### src/rtl/demux_pkg.sv
// Shared types and sizing for the 1-to-4 stream demultiplexer.
package demux_pkg;

  typedef enum logic {IDLE, LOCK} demux_state_t;

  localparam int NUM_CH = 4;
  localparam int SEL_W  = 2;

endpackage

### src/rtl/demux4_stream_if.sv
// Stream bundle for demux4_stream: one input stream fanned out to NUM_CH output slots.
interface demux4_stream_if
  import demux_pkg::*;
#(
  parameter int WIDTH = 8
);

  logic                    in_valid;
  logic                    in_ready;
  logic [SEL_W-1:0]        in_sel;
  logic [WIDTH-1:0]        in_data;
  logic                    in_last;
  logic [NUM_CH-1:0]       out_valid;
  logic [NUM_CH-1:0]       out_ready;
  logic [NUM_CH*WIDTH-1:0] out_data;
  logic [NUM_CH-1:0]       out_last;

  modport master (
    output in_valid, in_sel, in_data, in_last, out_ready,
    input  in_ready, out_valid, out_data, out_last
  );

  modport slave (
    input  in_valid, in_sel, in_data, in_last, out_ready,
    output in_ready, out_valid, out_data, out_last
  );

endinterface

### src/rtl/demux_slot.sv
// One-entry valid/ready register; a load in the same cycle as a drain keeps the slot full.
module demux_slot #(
  parameter int WIDTH = 8
) (
  input  logic             clk,
  input  logic             rst_n,
  input  logic             load,
  input  logic [WIDTH-1:0] load_data,
  input  logic             load_last,
  input  logic             drain_ready,
  output logic             valid,
  output logic [WIDTH-1:0] data,
  output logic             last
);

  // Payload only changes on a load, so a stalled slot holds its data stable.
  always_ff @(posedge clk or negedge rst_n) begin
    if (!rst_n) begin
      valid <= 1'b0;
      data  <= '0;
      last  <= 1'b0;
    end else if (load) begin
      valid <= 1'b1;
      data  <= load_data;
      last  <= load_last;
    end else if (valid && drain_ready) begin
      valid <= 1'b0;
    end
  end

endmodule

### src/rtl/demux4_stream.sv
// Registered 1-to-4 stream demultiplexer with a packet lock so multi-beat packets stay on one channel.
module demux4_stream
  import demux_pkg::*;
#(
  parameter int WIDTH = 8
) (
  input  logic            clk,
  input  logic            rst_n,
  demux4_stream_if.slave  bus,
  output logic            busy
);

  demux_state_t         state;
  logic [SEL_W-1:0]     lock_sel;
  logic [SEL_W-1:0]     dest;
  logic                 accept;
  logic [NUM_CH-1:0]    slot_valid;
  logic [NUM_CH-1:0]    slot_last;
  logic [WIDTH-1:0]     slot_data [NUM_CH];

  assign dest         = (state == LOCK) ? lock_sel : bus.in_sel;
  assign bus.in_ready = !slot_valid[dest] || bus.out_ready[dest];
  assign accept       = bus.in_valid && bus.in_ready;

  // The first beat of a packet picks the channel; the lock holds it until in_last is accepted.
  always_ff @(posedge clk or negedge rst_n) begin
    if (!rst_n) begin
      state    <= IDLE;
      lock_sel <= '0;
      busy     <= 1'b0;
    end else if (accept) begin
      case (state)
        IDLE: begin
          if (!bus.in_last) begin
            state    <= LOCK;
            lock_sel <= bus.in_sel;
            busy     <= 1'b1;
          end
        end
        LOCK: begin
          if (bus.in_last) begin
            state <= IDLE;
            busy  <= 1'b0;
          end
        end
      endcase
    end
  end

  for (genvar k = 0; k < NUM_CH; k++) begin : g_slot
    demux_slot #(.WIDTH(WIDTH)) u_slot (
      .clk         (clk),
      .rst_n       (rst_n),
      .load        (accept && (dest == SEL_W'(k))),
      .load_data   (bus.in_data),
      .load_last   (bus.in_last),
      .drain_ready (bus.out_ready[k]),
      .valid       (slot_valid[k]),
      .data        (slot_data[k]),
      .last        (slot_last[k])
    );
    assign bus.out_data[k*WIDTH +: WIDTH] = slot_data[k];
  end

  assign bus.out_valid = slot_valid;
  assign bus.out_last  = slot_last;

endmodule

### src/flat_wrapper.sv
// flat-port wrapper written by rule: the top's interface ports become plain ports
module demux4_stream_flat import demux_pkg::*;
#(
  parameter int WIDTH = 8
)
  (clk, rst_n, busy, bus_in_valid, bus_in_sel, bus_in_data, bus_in_last, bus_out_ready, bus_in_ready, bus_out_valid, bus_out_data, bus_out_last);
  demux4_stream_if #(.WIDTH(WIDTH)) bus_i ();
  input  logic clk;
  input  logic rst_n;
  output logic busy;
  input wire logic [$bits(bus_i.in_valid)-1:0] bus_in_valid;
  input wire logic [$bits(bus_i.in_sel)-1:0] bus_in_sel;
  input wire logic [$bits(bus_i.in_data)-1:0] bus_in_data;
  input wire logic [$bits(bus_i.in_last)-1:0] bus_in_last;
  input wire logic [$bits(bus_i.out_ready)-1:0] bus_out_ready;
  output wire logic [$bits(bus_i.in_ready)-1:0] bus_in_ready;
  output wire logic [$bits(bus_i.out_valid)-1:0] bus_out_valid;
  output wire logic [$bits(bus_i.out_data)-1:0] bus_out_data;
  output wire logic [$bits(bus_i.out_last)-1:0] bus_out_last;
  assign bus_i.in_valid = bus_in_valid;
  assign bus_i.in_sel = bus_in_sel;
  assign bus_i.in_data = bus_in_data;
  assign bus_i.in_last = bus_in_last;
  assign bus_i.out_ready = bus_out_ready;
  assign bus_in_ready = bus_i.in_ready;
  assign bus_out_valid = bus_i.out_valid;
  assign bus_out_data = bus_i.out_data;
  assign bus_out_last = bus_i.out_last;
  demux4_stream #(.WIDTH(WIDTH)) u_core (.clk(clk), .rst_n(rst_n), .bus(bus_i), .busy(busy));
endmodule
### config.mk
export PLATFORM = sky130hd
export DESIGN_NAME = demux4_stream_flat
export DESIGN_NICKNAME = d
export VERILOG_FILES = /design/src/rtl/demux_pkg.sv /design/src/rtl/demux4_stream_if.sv /design/src/rtl/demux_slot.sv /design/src/rtl/demux4_stream.sv /design/src/flat_wrapper.sv
export SDC_FILE = /design/constraint.sdc
export NUM_CORES = 1
export LEC_CHECK = 0
export CORE_AREA = 2 2 79 81
export CTS_CLUSTER_SIZE = 14
export DETAILED_ROUTE_END_ITERATION = 12
export DIE_AREA = 0 0 81 83
export PLACE_DENSITY = 0.6
export SYNTH_ARGS = -nofsm -noshare
export SYNTH_HDL_FRONTEND = slang
export SYNTH_HIERARCHICAL = 1
export SYNTH_SLANG_ARGS = --single-unit
### constraint.sdc
create_clock -name clk -period 2.1 [get_ports clk]
set_clock_uncertainty 0.2 [all_clocks]
set_input_delay 0.42 -clock clk [delete_from_list [all_inputs] [get_ports clk]]
set_output_delay 0.42 -clock clk [all_outputs]
set_load 0.005 [all_outputs]
# Yosys cells after proc, flatten, opt, wreduce, memory -nomap -nowiden
# Cells that the tools add are included.
[totals]
ff_bits = 44
inputBits = 18
output_inout_bits = 42
elab_cells = 58
[op_classes]
n_lt_le_gt_ge = 1
n_eq_ne = 5
mux = 17
bitwise = 2
reduce_logical = 18
[op_table]
columns = ["operator", "count"]
rows = [
  ["2-to-1 mux 1 bit", 13],
  ["logical AND 1 bit", 9],
  ["nonzero test 2 bit", 4],
  ["AND reduction 3 bit", 2],
  ["binary-select mux 1 bit (select 2 bit)", 2],
  ["equality test 2 bit, second input constant", 2],
  ["!= test 2 bit, second input constant", 2],
  ["< comparator 2 x 3 -> 1 bit, second input constant", 1],
  ["equality test 2 x 1 -> 1 bit, second input constant", 1],
  ["zero test 2 bit", 1],
  ["2-to-1 mux 2 bit", 1],
  ["inverter 1 bit", 2],
  ["one-hot mux 1 bit (2 select lines)", 1],
  ["zero test 1 bit", 1],
  ["logical OR 1 bit", 1],
]

# Longest topological paths before layout
# Gate-level depths: netlist (run 1).
[depth]
depth_word = 8
mapped_depth = 6
depth_no_buf = 6

# Cells and area by module
# The synthesis (run 1) kept the hierarchy.
[by_module_without_submodules]
columns = ["module", "n_inst", "cells_each", "area_per_inst_um2", "seq_area_each_um2"]
rows = [
  ["demux_slot", 4, 22, 409.1, 250.2],
  ["demux4_stream", 1, 42, 384.1, 100.1],
]

# Worst setup path after synthesis (run 1)
# OpenSTA, ideal clock, no wires.
[synth_path]
kind = "register -> register"
start = "reg u_core.state"
end = "reg u_core.g_slot[1].u_slot.data[0]"
setup_time_ps = 125
arrival_ps = 1745
t_required_ps = 1775
path_slack_ps = 30
path_stages_with_launch = 7
path_buffers = 1
synth_period_minus_slack_ps = 2070
cell_sequence = "dfrtp_1 mux2i_2 mux2_4 nand2_1 nor2_1 buf_6 mux2_4"
[synth_via]
elab_chain_cells = 7
elab_cells_between_ends = 10
classes_between = "eq/ne (1); mux (5); reduce/logical (4)"
[synth_rtl]
columns = ["item", "line", "text"]
rows = [
  ["start: declaration", "demux4_stream.sv:13", "demux_state_t state;"],
  ["start signal: assignment", "demux4_stream.sv:28", "state <= IDLE;"],
  ["start signal: assignment", "demux4_stream.sv:35", "state <= LOCK;"],
  ["start signal: assignment", "demux4_stream.sv:42", "state <= IDLE;"],
  ["2-to-1 mux 2 bit *", "demux4_stream.sv:21", "assign dest = (state == LOCK) ? lock_sel : bus.in_sel;"],
  ["binary-select mux 1 bit (select 2 bit)", "demux4_stream.sv:22", "assign bus.in_ready = !slot_valid[dest] || bus.out_ready[dest];"],
  ["2-to-1 mux 1 bit (not written as such)", "demux4_stream.sv:22", ""],
  ["zero test 1 bit", "demux4_stream.sv:22", ""],
  ["logical OR 1 bit", "demux4_stream.sv:22", ""],
  ["logical AND 1 bit", "demux4_stream.sv:23", "assign accept = bus.in_valid && bus.in_ready;"],
  ["logical AND 1 bit *", "demux4_stream.sv:54", ".load (accept && (dest == SEL_W'(k))),"],
  ["end signal: assignment", "demux_slot.sv:24", "data <= load_data;"],
  ["end: declaration", "demux_slot.sv:12", "output logic [WIDTH-1:0] data,"],
]
# Every way passes the cells marked *; elsewhere a longest branch is shown, timed or not. The select of a mux whose other input is x is not followed.
# A chain may end at the register's enable or synchronous reset.

# Final worst setup path (run 1)
[layout_path]
start = "reg u_core.state"
end = "out bus_in_ready"
[layout_via]
elab_chain_cells = 5
elab_cells_between_ends = 7
classes_between = "mux (5); reduce/logical (2)"
[layout_rtl]
columns = ["item", "line", "text"]
rows = [
  ["2-to-1 mux 2 bit *", "demux4_stream.sv:21", ""],
  ["binary-select mux 1 bit (select 2 bit)", "demux4_stream.sv:22", ""],
  ["2-to-1 mux 1 bit (not written as such)", "demux4_stream.sv:22", ""],
  ["zero test 1 bit", "demux4_stream.sv:22", ""],
  ["logical OR 1 bit *", "demux4_stream.sv:22", ""],
  ["end: declaration", "flat_wrapper.sv:16", "output wire logic [$bits(bus_i.in_ready)-1:0] bus_in_ready;"],
]
# Marked as above.

==> results of run 1 <==
-- cells by family after synthesis --
family          count (synthesis)
compound gates                  7
mux                            47
flops                          44
simple gates                   21
buf+inv                        10
fa+ha+maj                       1
-- report_power, final --
group	switching (W)	total, W	internal [W]
Sequential	0.000299	0.00158	0.00128
Combinational	0.000808	0.00260	0.00180
Clock	0.000270	0.000623	0.000353
Total	0.00138	0.00481	0.00343
-- registers in the layout, summed over array words and instances, names as in the netlist --
register,flops
u_core/g_slot.u_slot/valid,4
u_core/busy,1
u_core/lock_sel,2
u_core/g_slot.u_slot/data,32
u_core/state,1
u_core/g_slot.u_slot/last,4
-- per-stage QoR --
step,setup TNS (ns),instances,utilization
5_1_grt,-1.54,291,0.526
3_5_place_dp,-22.01,281,0.488
3_3_place_gp,-19.42,281,0.488
6_report,-0.191,291,0.526
2_1_floorplan,0,130,-
4_1_cts,-0.113,290,0.513
-- worst max-delay path by stage --
stage                   from                               to  slack, ns  cells after the start
2_1_floorplan   u_core/state  u_core/g_slot[1].u_slot/data[0]       0.03                      6
3_3_place_gp   bus_in_sel[1]                     bus_in_ready      -0.54                      6
3_5_place_dp   bus_in_sel[1]                     bus_in_ready      -0.60                      6
4_1_cts         u_core/state                     bus_in_ready      -0.11                      5
5_1_grt         u_core/state                     bus_in_ready      -0.18                      5
6_report        u_core/state                     bus_in_ready       -0.1                      5
-- critical path: stages (launching register included) --
cell and delay [ns]:
dfrtp_1 0.42, mux2i_4 0.30, mux2_4 0.34, nand2_4 0.07, nand2_1 0.04, buf_2 0.12
-- routing by layer --
layer,routed length [um],up-vias
met5,0,-
li1,-,611
met4,26,0
met1,2150,636
met2,2290,46
met3,293,7
-- what timing repair did --
action,in CTS,in global routing
hold buffers,0,0
setup buffers,2,1
endpoints found under the setup margin,44,36
pin swaps,2,4
resized for setup,15,17
-- cell type report --
class	count	area [um^2]	share of cell area
Clock buffer	6	72.6	0.0237
Tap cell	75	93.8	0.0307
Clock inverter	2	35.0	0.0115
Sequential cell	44	1100	0.360
Timing Repair Buffer	82	815	0.266
Inverter	6	22.5	0.00736
Multi-Input combinational cell	76	918	0.300
-- cell usage in the layout (no fill, tap or decap), drive strengths merged, types with 2 or more instances in the layout --
master / n
mux2: 42
nor2: 6
buf: 25
nand2b: 5
a21o: 4
clkdlybuf4s50: 56
inv: 6
nand2: 9
mux2i: 5
o22ai: 2
dfrtp: 44
clkbuf: 6
==> metrics.cfg, run 1 <==
[placed_design]
dpl_cell_area_mm2=0.00284
io_buffers=59
dp_slack_ns=-0.599
place_hpwl_um=3420
place_congestion=0.768

[synthesis]
synthArstFlopShare=1.00
ys_ff_latch=44
synth_simple_gate_area_frac=0.0464
syn-num-nets=149
avgSynthCellArea_um2=15.5
synthMuxAreaShare=0.335
synth_top_cells_by_count=44 x dfrtp_1, 40 x mux2_4, 9 x nand2_1, 6 x inv_1, 6 x nor2_1
synth-adder-area-share=0.00619
synth_area_mm2=0.00202
ys_top_cells_by_area=dfrtp_1 54%, mux2_4 30%, buf_6 2.2%, mux2i_1 2.0%, a21o_2 1.7%
synth_compound_area_frac=0.0341
post-synth-top-count-cell=dfrtp_1
yosys.area.top_type=dfrtp_1
synth_top_family_by_area=multiplexers
ys_seq_area_frac=0.545
postSynthCellCount=130
synth_top_area_frac=0.545
synth_xor_area_frac=0
yosysWarnings=6
ys_types=16
synth_ff_type=dfrtp_1
synth_edf_count=0

[clock_network]
cts.path.max_buffers=2
cts_buffers=5
clk_latency_ns=0.29
htreeDepth=2
path_clk_slew_ns=0.07
cts_tree=done
cts_root_buffer=clkbuf_8
clock_sinks=44

[sta]
slew_headroom=0.633
drv_slew=0
fin_ws_ns=-0.0967
period_share=1.05
final-setup-viol-count=13
rsz0062_at_grt=yes
min_period_ns=2.20
max_freq_mhz=455
tightest_slew_ns=0.551
final-hold-violation-count=5
holdWs_ns=-0.00736

[setup_path]
critical_path_class=reg -> out
r2r_start=u_core/state
cp-end-kind=primary output
worstPathRequired_ns=1.48
rrSetupSlack_ns=-0.02
critPathMaxFanout=3
r2r_cells=8
worstPathArrival_ns=1.58
r2r-end=u_core/g_slot[0].u_slot/data[0]
start_kind=register

[cells_and_area]
antenna_cells=0
nNetsFinal=234
num-fill-cells=509
design_area_mm2=0.00306
layout-drive-gt1-share=0.412
area_growth_pct=51.3

[power]
p_leak_nw=1.40
p_total_w=0.00481
vdd_drop_max_mv=0.762
p_per_area_mw_per_mm2=1570

[floorplan]
start_util=0.347
boundaryPins=60
num_rows=28
die_w_um=81
core_area_mm2=0.00582
die_area_mm2=0.00672
die_h_um=83

[route]
vias=1300
initialDrtViolationCount=45
via_per_inst=4.47
avgRoutedWirePerCell_um=16.4
dr.pass1.iters=4
postRouteAntennaNets=0
drc=0
routed_wl_um=4760

[grt]
grtUsageTotal=0.147
grt_first_pass_wirelength_um=7510
busiest_layer=met2
grt_max_degree=45
grt_use_met2=0.228
grt_util_met3=0.0478
overflow=0
antenna_found_initial=0
grt_pass1_vias=1453
grt.met1_usage=0.202

[job]
cap_violations=0

[hold_path]
hp-class=in -> async

[run_status]
violations=hold timing, setup timing
status=complete, but fails checks

Note: power is estimated with default switching activity, not from simulation.
==> run 2, diff against run 1 <==
- CTS_CLUSTER_SIZE: 14 -> 25
==> results of run 2 <==
Final layout, timing and power as in run 1 (identical DEF).
==> run 3, diff against run 2 <==
- clock period: 2.1 -> 1.89 ns (I/O delays scaled with it)
==> run 3 against run 2 <==
Cell count rose by 2.1%. Sequential share of layout area fell by 1.0 points. Sequential power rose by 11%. Hold slack improved by 0.32 ns. Critical path depth did not move. The flow finishes with violations (setup timing). Combinational power rose by 19%. Setup slack got worse by 0.20 ns. Utilization rose by 1.6 points.
==> metrics.cfg, run 3 (synthesis gave the netlist of run 1 again) <==
[run_status]
status=complete, but fails checks
violations=setup timing

[floorplan]
start_util=0.347
die_area_mm2=0.00672
core_area_mm2=0.00582
num_rows=28
boundaryPins=60
die_w_um=81
die_h_um=83

[setup_path]
crit_buf_inv=1
crit_slowest_cell=dfrtp_2
crit_family=multiplexers
worstPathArrival_ns=1.61
critPathMaxFanout=4
worstPathCellList=mux2i_4, mux2_4, nand2_4, nand2_2, buf_2
critical_path_class=reg -> out
cp-end-kind=primary output
start_kind=register
critPathMaxStageDelay_ns=0.41
worstPathRequired_ns=1.31

[placed_design]
place_congestion=0.840
io_buffers=59
place_hpwl_um=3480
place_inst=280

[sta]
period_share=1.16
drv_slew=0
slew_headroom=0.674
fin_ws_ns=-0.294
min_period_ns=2.18
rsz0062_at_grt=yes
final-hold-violation-count=0
max_freq_mhz=458
holdWs_ns=0.311
final-setup-viol-count=44
tightest_slew_ns=0.489

[clock_network]
cts_buffers=5
cts.path.max_buffers=2
clock_sinks=44
cts_tree=done
cts_root_buffer=clkbuf_8
htreeDepth=2
path_clk_slew_ns=0.08
clk_latency_ns=0.28

[route]
vias=1338
drc=0
via_per_inst=4.51
postRouteAntennaNets=0
initialDrtViolationCount=52
dr.pass1.iters=4
top_layer=met4
routed_wl_um=4930
route.met3.wl_um=259
wl_met1_um=2170
avgRoutedWirePerCell_um=16.6
met2WireLength_um=2470

[cells_and_area]
area_growth_pct=55.9
antenna_cells=0
largest_reg_flops=32
final_common_cell=clkdlybuf4s50_1
top_regs=u_core/g_slot.u_slot/data: 32 flops, u_core/g_slot.u_slot/last: 4 flops, u_core/g_slot.u_slot/valid: 4 flops
num-fill-cells=494
layout-drive-gt1-share=0.441
layout_common_cells=55 x clkdlybuf4s50_1, 43 x dfrtp_1, 41 x mux2_4
largest_register=u_core/g_slot.u_slot/data
nNetsFinal=241
fin_cells=297

[job]
cap_violations=0

[power]
vdd_drop_max_mv=0.742
p_leak_nw=1.43
p_per_area_mw_per_mm2=1760

[grt]
grt_max_degree=26
grt_pass1_vias=1485
overflow=0
antenna_found_initial=0
grtUsageTotal=0.150
grt_first_pass_wirelength_um=7750

[hold_path]
hp-class=reg -> reg

-- run 3: per-layer routing --
layer,up-vias,track usage
met3,4,0.0337
met2,47,0.243
met5,-,0
met4,0,0.0324
li1,625,-
met1,662,0.205
-- run 3: power by group --
group	internal [W]	total [W]	leakage (nW)	switching [W]
clock	0.000387	0.000684	0.0513	0.000297
sequential	0.00143	0.00176	0.526	0.000326
combinational	0.00212	0.00309	0.853	0.000969
-- run 3: timing repair --
item,CTS,global route
setup buffers,6,5
hold buffers,1,0
pin swaps,6,4
endpoints found under the setup margin,44,44
endpoints found under the hold margin,19,0
gates resized for setup,24,9
-- run 3: worst paths after layout --
| check | from | end | slack (ns) | depth (start not counted) |
|---|---|---|---|---|
| worst min register to register | u_core/g_slot[1].u_slot/data[7] | u_core/g_slot[1].u_slot/data[7] | 0.31 | 1 |
| max in group asynchronous | rst_n | u_core/g_slot[3].u_slot/data[7] | 0.61 | 3 |
| worst max-delay path | u_core/state | bus_in_ready | -0.29 | 5 |
| worst max register to register | u_core/state | u_core/lock_sel[0] | -0.26 | 6 |
| worst min-delay path | u_core/g_slot[1].u_slot/data[7] | u_core/g_slot[1].u_slot/data[7] | 0.31 | 1 |
| min in group asynchronous | rst_n | u_core/lock_sel[0] | 0.38 | 2 |
-- run 3: stage by stage --
step	total power, W	area, um^2	setup slack [ns]	TNS, ns	util
floorplan	0.00304	2050	-0.0669	-2.29	-
detailed placement	0.00445	2840	-0.837	-30.96	0.489
global route	0.00584	3150	-0.375	-11.27	0.542
finish	0.00553	3150	-0.294	-8.14	0.542
global placement	0.00439	2840	-0.786	-29.74	0.489
CTS	0.00538	3070	-0.304	-7.62	0.527
-- run 3: cell type report --
class	count	area (um^2)	share of cell area
flip-flops and latches	44	1100	0.350
multi-input cells	76	947	0.301
repair buffers	89	881	0.280
well taps	75	93.8	0.0298
clock buffers	6	72.6	0.0230
clock inverters	1	30.0	0.00954
inverters	6	22.5	0.00715
